==> src/rtl/booth_mult_seq.sv <==
// Sequential radix-2 Booth multiplier, signed/unsigned selected per operand pair.
// Latency WIDTH+2 edges from accept to out_valid; result held until out_ready, inputs refused while busy.
module booth_mult_seq #(
    parameter int WIDTH = 8
) (
    input  logic                 clk,
    input  logic                 rst,
    input  logic                 in_valid,
    output logic                 in_ready,
    input  logic                 in_signed,
    input  logic [WIDTH-1:0]     multiplicand,
    input  logic [WIDTH-1:0]     multiplier,
    output logic                 out_valid,
    input  logic                 out_ready,
    output logic [2*WIDTH-1:0]   product,
    output logic                 busy
);
    localparam int W1 = WIDTH + 1;
    localparam int AW = W1 + 1;
    localparam int CW = $clog2(W1 + 1);

    typedef enum logic [1:0] {IDLE, RUN, DONE} state_t;

    state_t             state_q, state_d;
    logic [AW-1:0]      a_q, a_d;
    logic [W1-1:0]      q_q, q_d;
    logic [W1-1:0]      m_q, m_d;
    logic               qm1_q, qm1_d;
    logic [CW-1:0]      cnt_q, cnt_d;
    logic [2*WIDTH-1:0] prod_q, prod_d;

    logic [AW-1:0]      m_ext;
    logic [AW-1:0]      a_sum;

    always_comb begin
        state_d = state_q;
        a_d     = a_q;
        q_d     = q_q;
        m_d     = m_q;
        qm1_d   = qm1_q;
        cnt_d   = cnt_q;
        prod_d  = prod_q;

        m_ext = {m_q[W1-1], m_q};
        case ({q_q[0], qm1_q})
            2'b01:   a_sum = a_q + m_ext;
            2'b10:   a_sum = a_q - m_ext;
            default: a_sum = a_q;
        endcase

        case (state_q)
            IDLE: begin
                if (in_valid) begin
                    a_d     = '0;
                    q_d     = {in_signed & multiplier[WIDTH-1], multiplier};
                    m_d     = {in_signed & multiplicand[WIDTH-1], multiplicand};
                    qm1_d   = 1'b0;
                    cnt_d   = CW'(W1);
                    state_d = RUN;
                end
            end
            RUN: begin
                if (cnt_q == '0) begin
                    // Low 2*WIDTH bits of {A,Q}; Q is one bit wider than an operand.
                    prod_d  = {a_q[WIDTH-2:0], q_q};
                    state_d = DONE;
                end else begin
                    a_d   = {a_sum[AW-1], a_sum[AW-1:1]};
                    q_d   = {a_sum[0], q_q[W1-1:1]};
                    qm1_d = q_q[0];
                    cnt_d = cnt_q - CW'(1);
                end
            end
            DONE: begin
                if (out_ready) begin
                    state_d = IDLE;
                end
            end
            default: state_d = IDLE;
        endcase
    end

    always_ff @(posedge clk) begin
        if (rst) begin
            state_q <= IDLE;
            a_q     <= '0;
            q_q     <= '0;
            m_q     <= '0;
            qm1_q   <= 1'b0;
            cnt_q   <= '0;
            prod_q  <= '0;
        end else begin
            state_q <= state_d;
            a_q     <= a_d;
            q_q     <= q_d;
            m_q     <= m_d;
            qm1_q   <= qm1_d;
            cnt_q   <= cnt_d;
            prod_q  <= prod_d;
        end
    end

    assign in_ready  = (state_q == IDLE);
    assign out_valid = (state_q == DONE);
    assign busy      = (state_q != IDLE);
    assign product   = prod_q;
endmodule
==> config.mk <==
export PLATFORM = sky130hd
export DESIGN_NAME = booth_mult_seq
export DESIGN_NICKNAME = d
export VERILOG_FILES = /design/src/rtl/booth_mult_seq.sv
export SDC_FILE = /design/constraint.sdc
export NUM_CORES = 1
export LEC_CHECK = 0
export BUFFER_PORTS_ARGS = -buffer_cell sky130_fd_sc_hd__buf_2
export CORE_AREA = 2 2 71 73
export CTS_CLUSTER_DIAMETER = 120
export DETAILED_ROUTE_END_ITERATION = 6
export DIE_AREA = 0 0 73 75
export PLACE_DENSITY = 0.78
export SLEW_MARGIN = 0
export SYNTH_ARGS = -nofsm -noshare
export SYNTH_HDL_FRONTEND = slang
export SYNTH_SLANG_ARGS = --single-unit
==> constraint.sdc <==
create_clock -name clk -period 2.7 [get_ports clk]
set_clock_uncertainty 0.05 [all_clocks]
set_input_delay 0.135 -clock clk [delete_from_list [all_inputs] [get_ports clk]]
set_output_delay 0.135 -clock clk [all_outputs]
set_load 0.02 [all_outputs]
-- Word-level counts from Yosys, hierarchy flattened
Cells that the tools add are included.
- word-level logic and storage cells: 45
- bits of input ports: 21
- output and inout port bits: 19
- register bits: 51
- multiplexer cells: 17
- equal/unequal tests: 8
- bitwise logic cells: 2
- reduce and logical (&&, ||, !) cells: 8
- $add $sub $neg: 3
- operators with widths (cell ; number):
    10-bit case mux with 2 select lines ; 2
    10-bit 2-to-1 mux ; 2
    9-bit 2-to-1 mux ; 2
    9-bit case mux with 2 select lines ; 1
    10-bit adder ; 1
    10-bit subtractor ; 1
    4-bit 2-to-1 mux ; 2
    4-bit case mux with 2 select lines ; 1
    2-bit 2-to-1 mux ; 3
    2-bit inequality test, second input constant ; 3
    2-bit case mux with 3 select lines ; 1
    3-bit AND reduction ; 2
    2-bit by 1-bit equality test with 1-bit output, second input constant ; 2
    2-bit equality test, second input constant ; 2
    4-bit zero test ; 1
    2-bit AND reduction ; 2
    2-bit nonzero test ; 2
    4-bit by 1-bit subtractor with 4-bit output, second input constant ; 1
    1-bit AND ; 2
    2-bit zero test ; 1
    1-bit 2-to-1 mux ; 2
    2-bit by 1-bit inequality test with 1-bit output, second input constant ; 1
    1-bit case mux with 2 select lines ; 1

-- Logic depth before layout (Yosys ltp)
- depth in word-level cells: 4
- mapped depth: 13
- depth with buffers taken out: 13

-- Least setup slack after synthesis
No wires, ideal clock.
- path type: flip-flop to flip-flop
- start: register q_q[0]
- end: register a_q[7]
- setup time: 0.135 ns
- data required time: 2.515 ns
- stages on the path, launching flop included: 11
- slack: 0.289 ns
- period minus slack after synthesis: 2.411 ns
- buffers on the path: 1
- data arrival time: 2.226 ns
- path through: dfxtp_1 > ha_1 > clkbuf_1 > mux2i_1 > fa_1 > a21o_1 > a21oi_2 > o21ai_1 > o31ai_2 > xor2_1 > a221oi_2
- word-level cells in the longest chain between the ends: 4
- elaborated cells on any way between the ends: 5
- those cells by class: eq/ne: 2; mux: 3
- RTL lines (item ; RTL line ; text):
    start, declared ; 26 ; logic [W1-1:0] q_q, q_d;
    start signal, assigned ; 95 ; q_q <= q_d;
    2-bit equality test or 2-bit by 1-bit equality test with 1-bit output (tied branches) ; 45 ; case ({q_q[0], qm1_q})
    10-bit case mux with 2 select lines (*) ; 45 ;
    10-bit 2-to-1 mux (*) ; 63 ; if (cnt_q == '0) begin
    10-bit case mux with 2 select lines (*) ; 51 ; case (state_q)
    end signal, assigned ; 86 ; a_q <= '0;
    end signal, assigned ; 94 ; a_q <= a_d;
    end, declared ; 25 ; logic [AW-1:0] a_q, a_d;
Mark *: on every way between the ends. The rest lies on a longest branch, timed or not. The select of a mux whose other input is x is not followed.
A chain may end at the register's enable or synchronous reset.

-- Worst setup path after layout
- start: register m_q[0]
- end: register a_q[7]
- word-level cells in the longest chain between the ends: 4
- elaborated cells on any way between the ends: 5
- those cells by class: add/sub: 2; mux: 3
- RTL lines (item ; RTL line ; text):
    start, declared ; 27 ; logic [W1-1:0] m_q, m_d;
    start signal, assigned ; 96 ; m_q <= m_d;
    10-bit subtractor or 10-bit adder (tied branches) ; 47, 46 ;
    10-bit case mux with 2 select lines (*) ; 45 ;
    10-bit 2-to-1 mux (*) ; 63 ;
    10-bit case mux with 2 select lines (*) ; 51 ;
Marked as above.

==> metrics.yaml <==
outcome:
  status: "completed"
floorplan:
  dieHeight_um: 75
  start_util_pct: 55.33
  die_area_um2: 5475
  die_x_um: 73
  row_count: 25
  core_area_um2: 4661
  pin_count: 40
sta:
  fin_crit_ns: 2.467
  fmax_mhz: 405.3
  hold_slack_ns: 0.007032
  finalHoldViolations: 0
  rsz0062_at_grt: "false"
  relSlewSlack_pct: 37.42
  report.final.slew_viol_count: 0
  worst_pin_slew_ns: 0.9387
  setup_viol: 0
  min_period_over_period_pct: 91.38
  tns_ns: 0
synthesis:
  synth_fa_ha_area_share_pct: 6.599
  synth-simple-area-share_pct: 22.85
  ys_warn_count: 0
  syn_nets: 354
  synth_xor_area_share_pct: 5.434
  synthArstFlopShare_pct: 0
  yosysMostFrequentCell: "nand2_1"
  synth_area_leaders: "dfxtp_1 (39%), nand2_1 (11%), a21oi_1 (9.1%)"
  synth_compound_area_share_pct: 19.70
  ys_types: 46
  muxShareOfSynthArea_pct: 1.553
  synth_top_family_by_area: "simple AND/OR/NAND/NOR gates"
  synth_flop_cell: "dfxtp_1"
  synth_area_leader_cell: "dfxtp_1"
  yosys.area.top_type_share_pct: 38.82
  yosys-top-cells-count: "nand2_1 (73), dfxtp_1 (50), a21oi_1 (47), nor2_1 (21)"
  yosysSeqAreaShare_pct: 38.82
  synth_edf_count: 0
  synthCells: 320
  ys_ff_latch: 50
  syn_avg_cell_area_um2: 8.059
  synth_area_um2: 2579
power_and_ir_drop:
  leakage_uw: 0.001175
  clkPwrFrac_pct: 29.8
  swShare_pct: 32.27
  combPwrFrac_pct: 27.2
  seq_power_share_pct: 43.0
  p_int_uw: 1289
  switching_power_uw: 614.1
  power.density_nw_per_um2: 656.4
  vdd_ir_drop_max_mv: 0.3046
setup_path:
  worstPathArrival_ns: 2.56
  r2r_end: "a_q[7]$_SDFFE_PP0P_"
  crit_required_ns: 2.79
  crit_chain: "inv_1 > ha_1 > mux2i_1 > fa_1 > a21o_1 > a21oi_2 > o21ai_1 > o31ai_2 > xor2_1 > a221oi_2"
  crit_fanout: 5
  slowest_delay_ns: 0.45
  cp-end-kind: "flop"
  critical_path_class: "flop to flop"
  cp-start-kind: "flop"
  ff2ff_setup_slack_ns: 0.23
  cpMaxStageDelayCell: "fa_1"
  r2r_cells: 10
  worstReg2RegStart: "m_q[0]$_SDFFE_PP0P_"
clock_network:
  clk_pin_slew_ns: 0.09
  cts_sinks: 50
  cts.path.max_buffers: 2
  cts_resized: 0
  numCtsBuffers: 5
  clock-root-buffer: "clkbuf_8"
  cts_hold_buf: 1
  clk_latency_ns: 0.31
  htree_levels: 2
  cts_tree: "yes"
  post-cts-setup-buffers: 0
min_path:
  hold_end: "m_q[0]$_SDFFE_PP0P_"
  holdPathStages: 3
  hp-start: "multiplicand[0]"
  hold_path_class: "input port to flop"
place:
  place.gp.congestion: 0.9284
  io_buffers: 39
  dp_hpwl_um: 4089
global_routing:
  grt_usage_pct: 21.20
  overflow: 0
  grt_antenna_before_repair: 0
  grt_pass1_wl_um: 9011
  grt_pass1_vias: 1910
  grt_max_degree: 55
detailed_routing:
  firstDrtPassIters: 5
  vias: 2270
  route.detailed.drc: 0
  ant_nets: 0
  dr.first_iter.drc_count: 168
  routed_wl_um: 5690
  avgRoutedWirePerCell_um: 13.95
  vias_per_cell: 5.564
cells_and_area:
  fin_nets: 387
  syn2layout_area_growth_pct: 12.42
  drive_gt1_share_pct: 17.23
  num_antenna_cells: 0
run:
  maxCapViolCount: 0
-- area by class of cell --
type	instances	area, µm²
clock inverter	2	38.79
inverter	11	41.29
timing repair buffer	42	220.2
clock buffer	6	82.58
multi-input combinational	243	1448
fill	413	1762
sequential	50	1001
tap	54	67.56
-- cell families after synthesis --
group,count (synthesis)
fa+ha+maj,13
simple gates,127
flops,50
buf+inv,27
xor+xnor,16
mux,4
compound gates,83
-- cells in the final DEF (no fill, tap or decap), drive strengths merged, types with 5 or more instances in the layout --
master,count
buf,41
ha,12
nor2,26
o21ai,5
a21o,5
nor3,7
a22oi,7
a21oi,48
xnor2,12
inv,12
nand2,73
nand3,5
dfxtp,50
clkbuf,6
-- sequential cells by signal (all words and copies together), names as in the netlist --
register / cells
product: 16
a_q: 9
m_q: 9
q_q: 9
cnt_q: 4
state_q: 2
qm1_q: 1
-- metal layers --
| layer | global-route usage (%) | share of wire (%) | vias to the layer above | wire [µm] |
|---|---|---|---|---|
| met2 | 33.73 | 44 | 75 | 2519 |
| met5 | 0 | 0 | - | 0 |
| met3 | 4.552 | 5.7 | 7 | 323 |
| li1 | - | - | 1161 | - |
| met1 | 29.01 | 49 | 1027 | 2766 |
| met4 | 6.379 | 1.4 | 0 | 81 |
-- worst max path at each step --
stage                     cells past startpoint           startpoint  slack [ns]                  end
final                                        10  m_q[0]$_SDFFE_PP0P_        0.23  a_q[7]$_SDFFE_PP0P_
after global routing                          9  q_q[0]$_SDFFE_PP0P_        0.04  a_q[6]$_SDFFE_PP0P_
after CTS                                    10  m_q[0]$_SDFFE_PP0P_        0.22  a_q[7]$_SDFFE_PP0P_
after detailed placement                     10  m_q[0]$_SDFFE_PP0P_        0.26  a_q[6]$_SDFFE_PP0P_
after global placement                       11  m_q[0]$_SDFFE_PP0P_        0.32  a_q[7]$_SDFFE_PP0P_
after floorplan                              10  q_q[0]$_SDFFE_PP0P_        0.29  a_q[7]$_SDFFE_PP0P_
-- worst max-delay path, delay by kind of cell (launching register included) --
family,cells,cell delay (ns)
DFF,1,0.42
AOI/OAI and AO/OA,5,0.74
muxes,1,0.10
adders and majority gates,2,0.72
xor gates and xnor gates,1,0.20
buffers and inverters,1,0.07
-- per-stage QoR --
| stage | setup slack (ns) | instances | utilization [%] | area, µm² | power [µW] |
|---|---|---|---|---|---|
| floorplan | 0.2886 | 320 | - | 2579 | 1246 |
| global placement | 0.3181 | 399 | 59.38 | 2768 | 1331 |
| detailed placement | 0.2568 | 399 | 59.38 | 2768 | 1347 |
| CTS | 0.2248 | 408 | 62.20 | 2899 | 1913 |
| global route | 0.03923 | 408 | 62.20 | 2899 | 2003 |
| finish | 0.2326 | 408 | 62.20 | 2899 | 1903 |
-- power by group through the flow --
stage	clock, µW	combinational, µW	sequential, µW
global placement	0	499	832
global route	610	568	824
finish	567	517	819
CTS	578	517	818
floorplan	0	416	830
detailed placement	0	512	835
(Power assumes the default switching activity.)
